$ cat src/rtl/dc_ipu_filter_mode_ctrl.sv
// dc_ipu_filter_mode_ctrl
//   Controls which scale method the texture filter uses. A method change is
//   never applied while transfers are still in flight. On a request the block
//   stops accepting new texel quads (DRAIN) and waits for the filter to retire
//   every outstanding transfer. It then applies the new method (APPLY) and
//   resumes (RUN).
//
// Ports
//   clk, nreset      clock; synchronous active-low reset
//   clr              synchronous clear (scale_method is kept)
//   cfg_method       requested method (00 nearest, 01 linear, 10 cubic, 11 magic)
//   cfg_update       one-cycle request to apply cfg_method
//   cfg_busy         high while a change is pending (DRAIN/APPLY)
//   cfg_done         one-cycle pulse when the new method takes effect
//   up_valid/up_ready           upstream handshake
//   flt_in_valid/flt_in_ready   filter input handshake
//   flt_out_valid/flt_out_ready filter output handshake (monitored only)
//   scale_method     registered method driven to the filter
//   inflight         transfers accepted but not yet retired
//   err              sticky counter-underflow flag
module dc_ipu_filter_mode_ctrl #(
  parameter int unsigned CNT_WIDTH = 5
) (
  input  logic                 clk,
  input  logic                 nreset,
  input  logic                 clr,
  input  logic [1:0]           cfg_method,
  input  logic                 cfg_update,
  output logic                 cfg_busy,
  output logic                 cfg_done,
  input  logic                 up_valid,
  output logic                 up_ready,
  output logic                 flt_in_valid,
  input  logic                 flt_in_ready,
  input  logic                 flt_out_valid,
  input  logic                 flt_out_ready,
  output logic [1:0]           scale_method,
  output logic [CNT_WIDTH-1:0] inflight,
  output logic                 err
);

  typedef enum logic [1:0] {
    RUN   = 2'd0,
    DRAIN = 2'd1,
    APPLY = 2'd2
  } state_t;

  localparam logic [CNT_WIDTH-1:0] CNT_MAX = '1;
  localparam logic [CNT_WIDTH-1:0] CNT_ONE = CNT_WIDTH'(1);

  state_t               state, state_nxt;
  logic [1:0]           pending_method, pending_nxt;
  logic [1:0]           method_nxt;
  logic [CNT_WIDTH-1:0] inflight_nxt;
  logic                 err_nxt;
  logic                 done_nxt;
  logic                 run, not_full, accept, retire;

  always_comb begin
    run          = (state == RUN);
    not_full     = (inflight != CNT_MAX);
    flt_in_valid = up_valid & run & not_full;
    up_ready     = flt_in_ready & run & not_full;
    accept       = flt_in_valid & flt_in_ready;
    retire       = flt_out_valid & flt_out_ready;
    cfg_busy     = !run;

    // A simultaneous accept and retire cancel out, so the underflow case is
    // only a retire with nothing outstanding and no accept alongside it.
    inflight_nxt = inflight;
    err_nxt      = err;
    if (accept && !retire) begin
      inflight_nxt = inflight + CNT_ONE;
    end else if (retire && !accept) begin
      if (inflight == '0) begin
        err_nxt = 1'b1;
      end else begin
        inflight_nxt = inflight - CNT_ONE;
      end
    end

    state_nxt   = state;
    pending_nxt = pending_method;
    method_nxt  = scale_method;
    done_nxt    = 1'b0;
    unique case (state)
      RUN: begin
        if (cfg_update) begin
          pending_nxt = cfg_method;
          state_nxt   = DRAIN;
        end
      end
      DRAIN: begin
        if (cfg_update) begin
          pending_nxt = cfg_method;
        end
        // Empty at the start of the cycle and nothing retiring now.
        if ((inflight == '0) && !retire) begin
          state_nxt = APPLY;
        end
      end
      APPLY: begin
        method_nxt = pending_method;
        done_nxt   = 1'b1;
        state_nxt  = RUN;
      end
      default: begin
        state_nxt = RUN;
      end
    endcase
  end

  always_ff @(posedge clk) begin
    if (!nreset) begin
      state          <= RUN;
      scale_method   <= '0;
      pending_method <= '0;
      inflight       <= '0;
      cfg_done       <= 1'b0;
      err            <= 1'b0;
    end else if (clr) begin
      state          <= RUN;
      pending_method <= '0;
      inflight       <= '0;
      cfg_done       <= 1'b0;
      err            <= 1'b0;
    end else begin
      state          <= state_nxt;
      scale_method   <= method_nxt;
      pending_method <= pending_nxt;
      inflight       <= inflight_nxt;
      cfg_done       <= done_nxt;
      err            <= err_nxt;
    end
  end

endmodule

$ cat config.mk
export PLATFORM = sky130hd
export DESIGN_NAME = dc_ipu_filter_mode_ctrl
export DESIGN_NICKNAME = d
export VERILOG_FILES = /design/src/rtl/dc_ipu_filter_mode_ctrl.sv
export SDC_FILE = /design/constraint.sdc
export NUM_CORES = 1
export LEC_CHECK = 0
export ABC_CLOCK_PERIOD_IN_PS = 6300
export CORE_MARGIN = 4
export CORE_UTILIZATION = 35
export CTS_BUF_LIST = sky130_fd_sc_hd__clkbuf_4 sky130_fd_sc_hd__clkbuf_8
export DETAILED_ROUTE_END_ITERATION = 8
export DONT_BUFFER_PORTS = 1
export PLACE_DENSITY_LB_ADDON = 0.25
export SYNTH_ARGS = -nofsm -noshare
export SYNTH_HDL_FRONTEND = slang
export SYNTH_SLANG_ARGS = --single-unit
$ cat constraint.sdc
create_clock -name clk -period 6.3 [get_ports clk]
set_input_delay 0.945 -clock clk [delete_from_list [all_inputs] [get_ports clk]]
set_output_delay 0.945 -clock clk [all_outputs]
set_load 0.05 [all_outputs]
==> flow_metrics.tcl, run 1 <==
set metrics [dict create \
    fin_cells 113 \
    power_density_mw_per_mm2 223 \
    crit_chain "and3_2 > a31oi_1 > and3_1 > ha_1 > inv_1 > ha_1 > a21oi_1 > and2_1 > a311oi_1 > a311oi_1" \
    worst-path-buf-inv 1 \
    netlist.top_cell.by_area "dfxtp_1" \
    vdd_drop_max_mv 0.119 \
    crit_required_ns 6.49 \
    criticalPathCategory "reg2reg" \
    ioPinCount 22 \
    grt_overflow 0 \
    setup.worst_path.start_class "flip-flop" \
    std_cell_rows 16 \
    die_area_mm2 0.00296 \
    synth_commonest_cells "dfxtp_1 (13), nor2_1 (10), nand2_1 (7)" \
    syn_area_um2 754 \
    start_util_pct 37.7 \
    grt_pass1_vias 589 \
    routed_via_density 5.26 \
    finalSetupViolations 0 \
    crit_path_top_delay_cell "dfxtp_1" \
    period_share_pct 48.7 \
    async_flop_share_pct 0 \
    postCtsHoldBufs 0 \
    tightest_slew_ns 0.735 \
    synth.area.top_cells "dfxtp_1 (34%), ha_1 (10%), nor2_1 (5.0%), xnor2_1 (4.6%), nand2_1 (3.5%)" \
    synth.most_common_cell "dfxtp_1" \
    grt_max_degree 11 \
    crit_family "flip-flops" \
    drcViolationCount 0 \
    hold_path.class "reg2reg" \
    slew_headroom_pct 50.9 \
    clkTransAtPathRegs_ns 0.09 \
    reg2reg_depth 10 \
    synth.net_count 100 \
    maxCapViolCount 0 \
    grt_pass1_wl_um 2590 \
    maxSlewViolCount 0 \
    clock_path_buffers 2 \
    cp.arrival_ns 3.26 \
    synth_top_area_share_pct 34.5 \
    r2r-end "inflight[4]" \
    nets 104 \
    ys_warn_count 0 \
    core_area_mm2 0.00200 \
    endpoint "inflight[4]" \
    ys_ff_latch 13 \
    crit_fanout 7 \
    synth_cell_types 29 \
    cts_tree "done" \
    antennaDiodeCount 0 \
    wl_um 1460 \
    firstDrtPassIters 2 \
    clock_latency_ns 0.28 \
    drive_gt1_share_pct 14.0 \
    final_util_pct 40.5 \
    status "complete, no violations" \
    ys_seq_area_share_pct 34.5 \
    crit_start "inflight[2]" \
    period_needed_ns 3.07 \
    hold_depth 2 \
    fmax_ghz 0.326 \
    antenna_found_initial 0 \
    cts-resized-gates 0 \
    portBuffers 0 \
    grt.total_usage_pct 12.8 \
    finalSetupTns_ns 0 \
    final.setup_skew_ns 0.000519 \
    hpwl_um 1180 \
    rrSetupSlack_ns 3.23 \
    clock-root-buffer "clkbuf_4" \
    syn_avg_cell_area_um2 9.09 \
    synth_edf_count 0 \
    drt_iter0_drc 4 \
    fillers 212 \
    cts_buffers 3 \
    fp.dieW_um 54.4 \
    post_cts_buffers 0 \
    syn_inst 83 \
    area_growth_pct 7.46 \
    hold_viol_final 0 \
    cp.depth 10 \
    regToRegStartpoint "inflight[2]" \
    ys_dominant_reg_cell "dfxtp_1" \
    place.gp.congestion 0.801 \
    max_stage_delay_ns 0.77 \
    rsz0062_at_grt "no" \
    clock-sinks 13 \
    wire_per_inst_um 12.9 \
    htreeDepth 1 \
    power.total_mw 0.181 \
    vias 594 \
    p_leak_nw 0.316 \
    cp-end-kind "flip-flop" \
    dp_cells 109 \
    ant_nets 0 \
    hold_start "pending_method[0]" \
    die_h_um 54.4 \
]
## registers in the layout, summed over array words and instances, names as in the netlist
| name | cells |
|---|---|
| pending_method | 2 |
| state | 2 |
| cfg_done | 1 |
| err | 1 |
| scale_method | 2 |
| inflight | 5 |
## layer usage
layer,up-vias,track usage [%],routed length (um)
li1,293,-,-
met5,-,0,0
met1,282,15.4,637
met3,4,4.63,94
met2,15,18.7,691
met4,0,8.71,38
## cells by family (layout without fill, tap and decap cells)
family | after synthesis | in the layout | synth area share (%)
buf+inv | 7 | 10 | 3.65
mux | 2 | 2 | 2.65
compound gates | 16 | 16 | 17.4
flops | 13 | 13 | 34.5
xor+xnor | 4 | 4 | 4.64
simple gates | 34 | 34 | 24.5
fa+ha+maj | 7 | 7 | 12.6
## worst register-to-register path, stage by stage (launching register included)
cell	delay, ns
dfxtp_1	0.77
and3_2	0.31
a31oi_1	0.11
and3_1	0.27
ha_1	0.24
inv_1	0.23
ha_1	0.33
a21oi_1	0.18
and2_1	0.18
a311oi_1	0.09
a311oi_1	0.27
## final cells by class
| class | instances | area (um2) | area share [%] |
|---|---|---|---|
| clock buffers | 3 | 22.5 | 2.78 |
| clock inverters | 1 | 5.00 | 0.617 |
| inverters | 6 | 22.5 | 2.78 |
| multi-input cells | 63 | 467 | 57.6 |
| flip-flops and latches | 13 | 260 | 32.1 |
| well taps | 27 | 33.8 | 4.17 |
## power breakdown
part	internal, mW	leakage [nW]	total (mW)	switching (mW)
clock	0.0236	0.0177	0.0538	0.0302
sequential	0.0843	0.105	0.0920	0.00768
combinational	0.0133	0.193	0.0350	0.0217
total	0.121	0.316	0.181	0.0596
## how the worst min path moves through the flow
stage                            to  slack, ns
floorplan           scale_method[0]       0.44
global placement    scale_method[1]       0.47
detailed placement         state[0]       0.49
CTS                 scale_method[0]       0.49
global route        scale_method[0]       0.53
finish              scale_method[0]       0.49
## layout by cell type, fill, tap and decap left out, types with 2 or more instances in the layout
cell type | Yosys | layout
a21boi_0 | 2 | 2
dfxtp_1 | 13 | 13
a31oi_1 | 2 | 2
a311oi_1 | 2 | 2
nand2b_1 | 2 | 2
a21oi_1 | 3 | 3
xnor2_1 | 4 | 4
ha_1 | 6 | 6
and2_1 | 3 | 3
mux2i_1 | 2 | 2
nand3_1 | 2 | 2
inv_1 | 6 | 6
nor2_1 | 10 | 10
clkbuf_4 | 0 | 3
nand2_1 | 7 | 7
and3_1 | 2 | 2
nor2b_1 | 2 | 2
o21ai_0 | 3 | 3
## metrics by stage
step | hold slack (ns) | setup WS (ns) | cell area (um2)
6_report | 0.488 | 3.23 | 811
5_1_grt | 0.534 | 2.99 | 811
4_1_cts | 0.494 | 3.21 | 811
3_5_place_dp | 0.487 | 3.23 | 783
3_3_place_gp | 0.468 | 3.31 | 783
2_1_floorplan | 0.440 | 3.51 | 754
No activity file was read; power rests on OpenSTA's default activity.
==> inputs of run 2 (changes only) <==
--- a/config.mk
+++ b/config.mk
@@ -5,7 +5,7 @@
 export SDC_FILE = /design/constraint.sdc
 export NUM_CORES = 1
 export LEC_CHECK = 0
-export ABC_CLOCK_PERIOD_IN_PS = 6300
+export ABC_CLOCK_PERIOD_IN_PS = 3000
 export CORE_MARGIN = 4
 export CORE_UTILIZATION = 35
 export CTS_BUF_LIST = sky130_fd_sc_hd__clkbuf_4 sky130_fd_sc_hd__clkbuf_8
==> constraint.sdc (replaced) <==
create_clock -name clk -period 3 [get_ports clk]
set_input_delay 0.45 -clock clk [delete_from_list [all_inputs] [get_ports clk]]
set_output_delay 0.45 -clock clk [all_outputs]
set_load 0.05 [all_outputs]
==> run 2 against run 1 <==
Critical path depth did not move. Maximum frequency up 18%. Hold slack worse by 0.18 ns. Sequential power grew 98%. Cell count grew 5.3%. Register-to-register slack worse by 2.8 ns.
==> flow_metrics.tcl, run 2 (synthesized netlist as in run 1, its figures left out) <==
set metrics [dict create \
    period_share_pct 86.8 \
    fmax_ghz 0.384 \
    status "complete, no violations" \
    dp_cells 115 \
    final.setup_skew_ns 0.00186 \
    postCtsHoldBufs 0 \
    grt_overflow 0 \
    htreeDepth 1 \
    maxCapViolCount 0 \
    hold_path.class "in2reg" \
    die_area_mm2 0.00296 \
    drcViolationCount 0 \
    crit_fanout 7 \
    fillers 212 \
    area_growth_pct 13.4 \
    fin_cells 119 \
    antennaDiodeCount 0 \
    clock_path_buffers 2 \
    hpwl_um 1270 \
    cp-end-kind "flip-flop" \
    cts_tree "done" \
    maxSlewViolCount 0 \
    clock-root-buffer "clkbuf_4" \
    core_area_mm2 0.00200 \
    place.gp.congestion 0.798 \
    finalSetupTns_ns 0 \
    period_needed_ns 2.60 \
    cp.arrival_ns 2.80 \
    grt_pass1_vias 631 \
    die_h_um 54.4 \
    final_common_cell "dfxtp_1" \
    fp.dieW_um 54.4 \
    area.sequential_um2 260 \
    wire_per_inst_um 14.1 \
    finalSetupViolations 0 \
    grt_pass1_wl_um 2820 \
    nets 110 \
    top_register "inflight" \
    routed_via_density 5.15 \
    criticalPathCategory "reg2reg" \
    largest_reg_flops 5 \
    hold_viol_final 0 \
    portBuffers 0 \
    antenna_found_initial 0 \
    rsz0062_at_grt "no" \
    slew_headroom_pct 65.8 \
    setup.worst_path.start_class "flip-flop" \
    start_util_pct 37.7 \
    most-common-layout-cells "dfxtp_1 (13), nor2_1 (10), nand2_1 (7)" \
    vdd_drop_max_mv 0.244 \
    post_cts_buffers 0 \
    ant_nets 0 \
    std_cell_rows 16 \
    firstDrtPassIters 4 \
    tightest_slew_ns 0.513 \
    grt.total_usage_pct 13.6 \
    multiInputGateArea_um2 467 \
    grt_max_degree 11 \
    vias 613 \
    p_leak_nw 0.349 \
    clkTransAtPathRegs_ns 0.08 \
    clock-sinks 13 \
    power_density_mw_per_mm2 450 \
    drive_gt1_share_pct 19.6 \
    clock_latency_ns 0.28 \
    crit_required_ns 3.20 \
    cts-resized-gates 0 \
    cts_buffers 3 \
    ioPinCount 22 \
    drt_iter0_drc 4 \
    wl_um 1680 \
]
## run 2: layout make-up
cell class,count,share of cell area (%)
Timing Repair Buffer,6,5.26
Multi-Input combinational cell,63,54.5
Clock buffer,3,2.63
Inverter,6,2.63
Sequential cell,13,30.4
Tap cell,27,3.95
Clock inverter,1,0.585
## run 2: metrics by stage
step	cell area, um2	util [%]	worst slack (ns)	hold slack [ns]	power (mW)
CTS	856	42.8	0.374	0.304	0.390
detailed placement	828	41.4	0.425	0.473	0.277
global placement	828	41.4	0.481	0.469	0.275
floorplan	754	-	0.212	0.440	0.260
global route	856	42.8	0.151	0.279	0.412
finish	856	42.8	0.395	0.310	0.385
## run 2: final timing paths
check | from | end | slack (ns) | cells after the start
hold / removal | nreset | scale_method[0] | 0.31 | 1
setup / recovery | state[0] | inflight[4] | 0.40 | 10
hold reg to reg | pending_method[0] | scale_method[0] | 0.48 | 2
setup reg to reg | state[0] | inflight[4] | 0.40 | 10
## run 2: per-layer routing
metal,vias up,wire length [um],GRT usage (%)
li1,306,-,-
met4,0,0,3.73
met1,287,752,15.6
met5,-,0,0
met2,20,801,23.1
met3,0,123,5.45
## run 2: critical path, stage by stage (launching register included)
cell      delay (ns)
dfxtp_1         0.35
or2_2           0.31
a31oi_1         0.20
and3_1          0.22
ha_1            0.23
inv_1           0.17
ha_1            0.36
a21oi_1         0.17
and2_1          0.18
a311oi_1        0.10
a311oi_1        0.23
## run 2: power breakdown
group | switching (mW) | internal (mW)
Clock | 0.0625 | 0.0495
Sequential | 0.00515 | 0.177
Combinational | 0.0592 | 0.0319
Total | 0.127 | 0.259
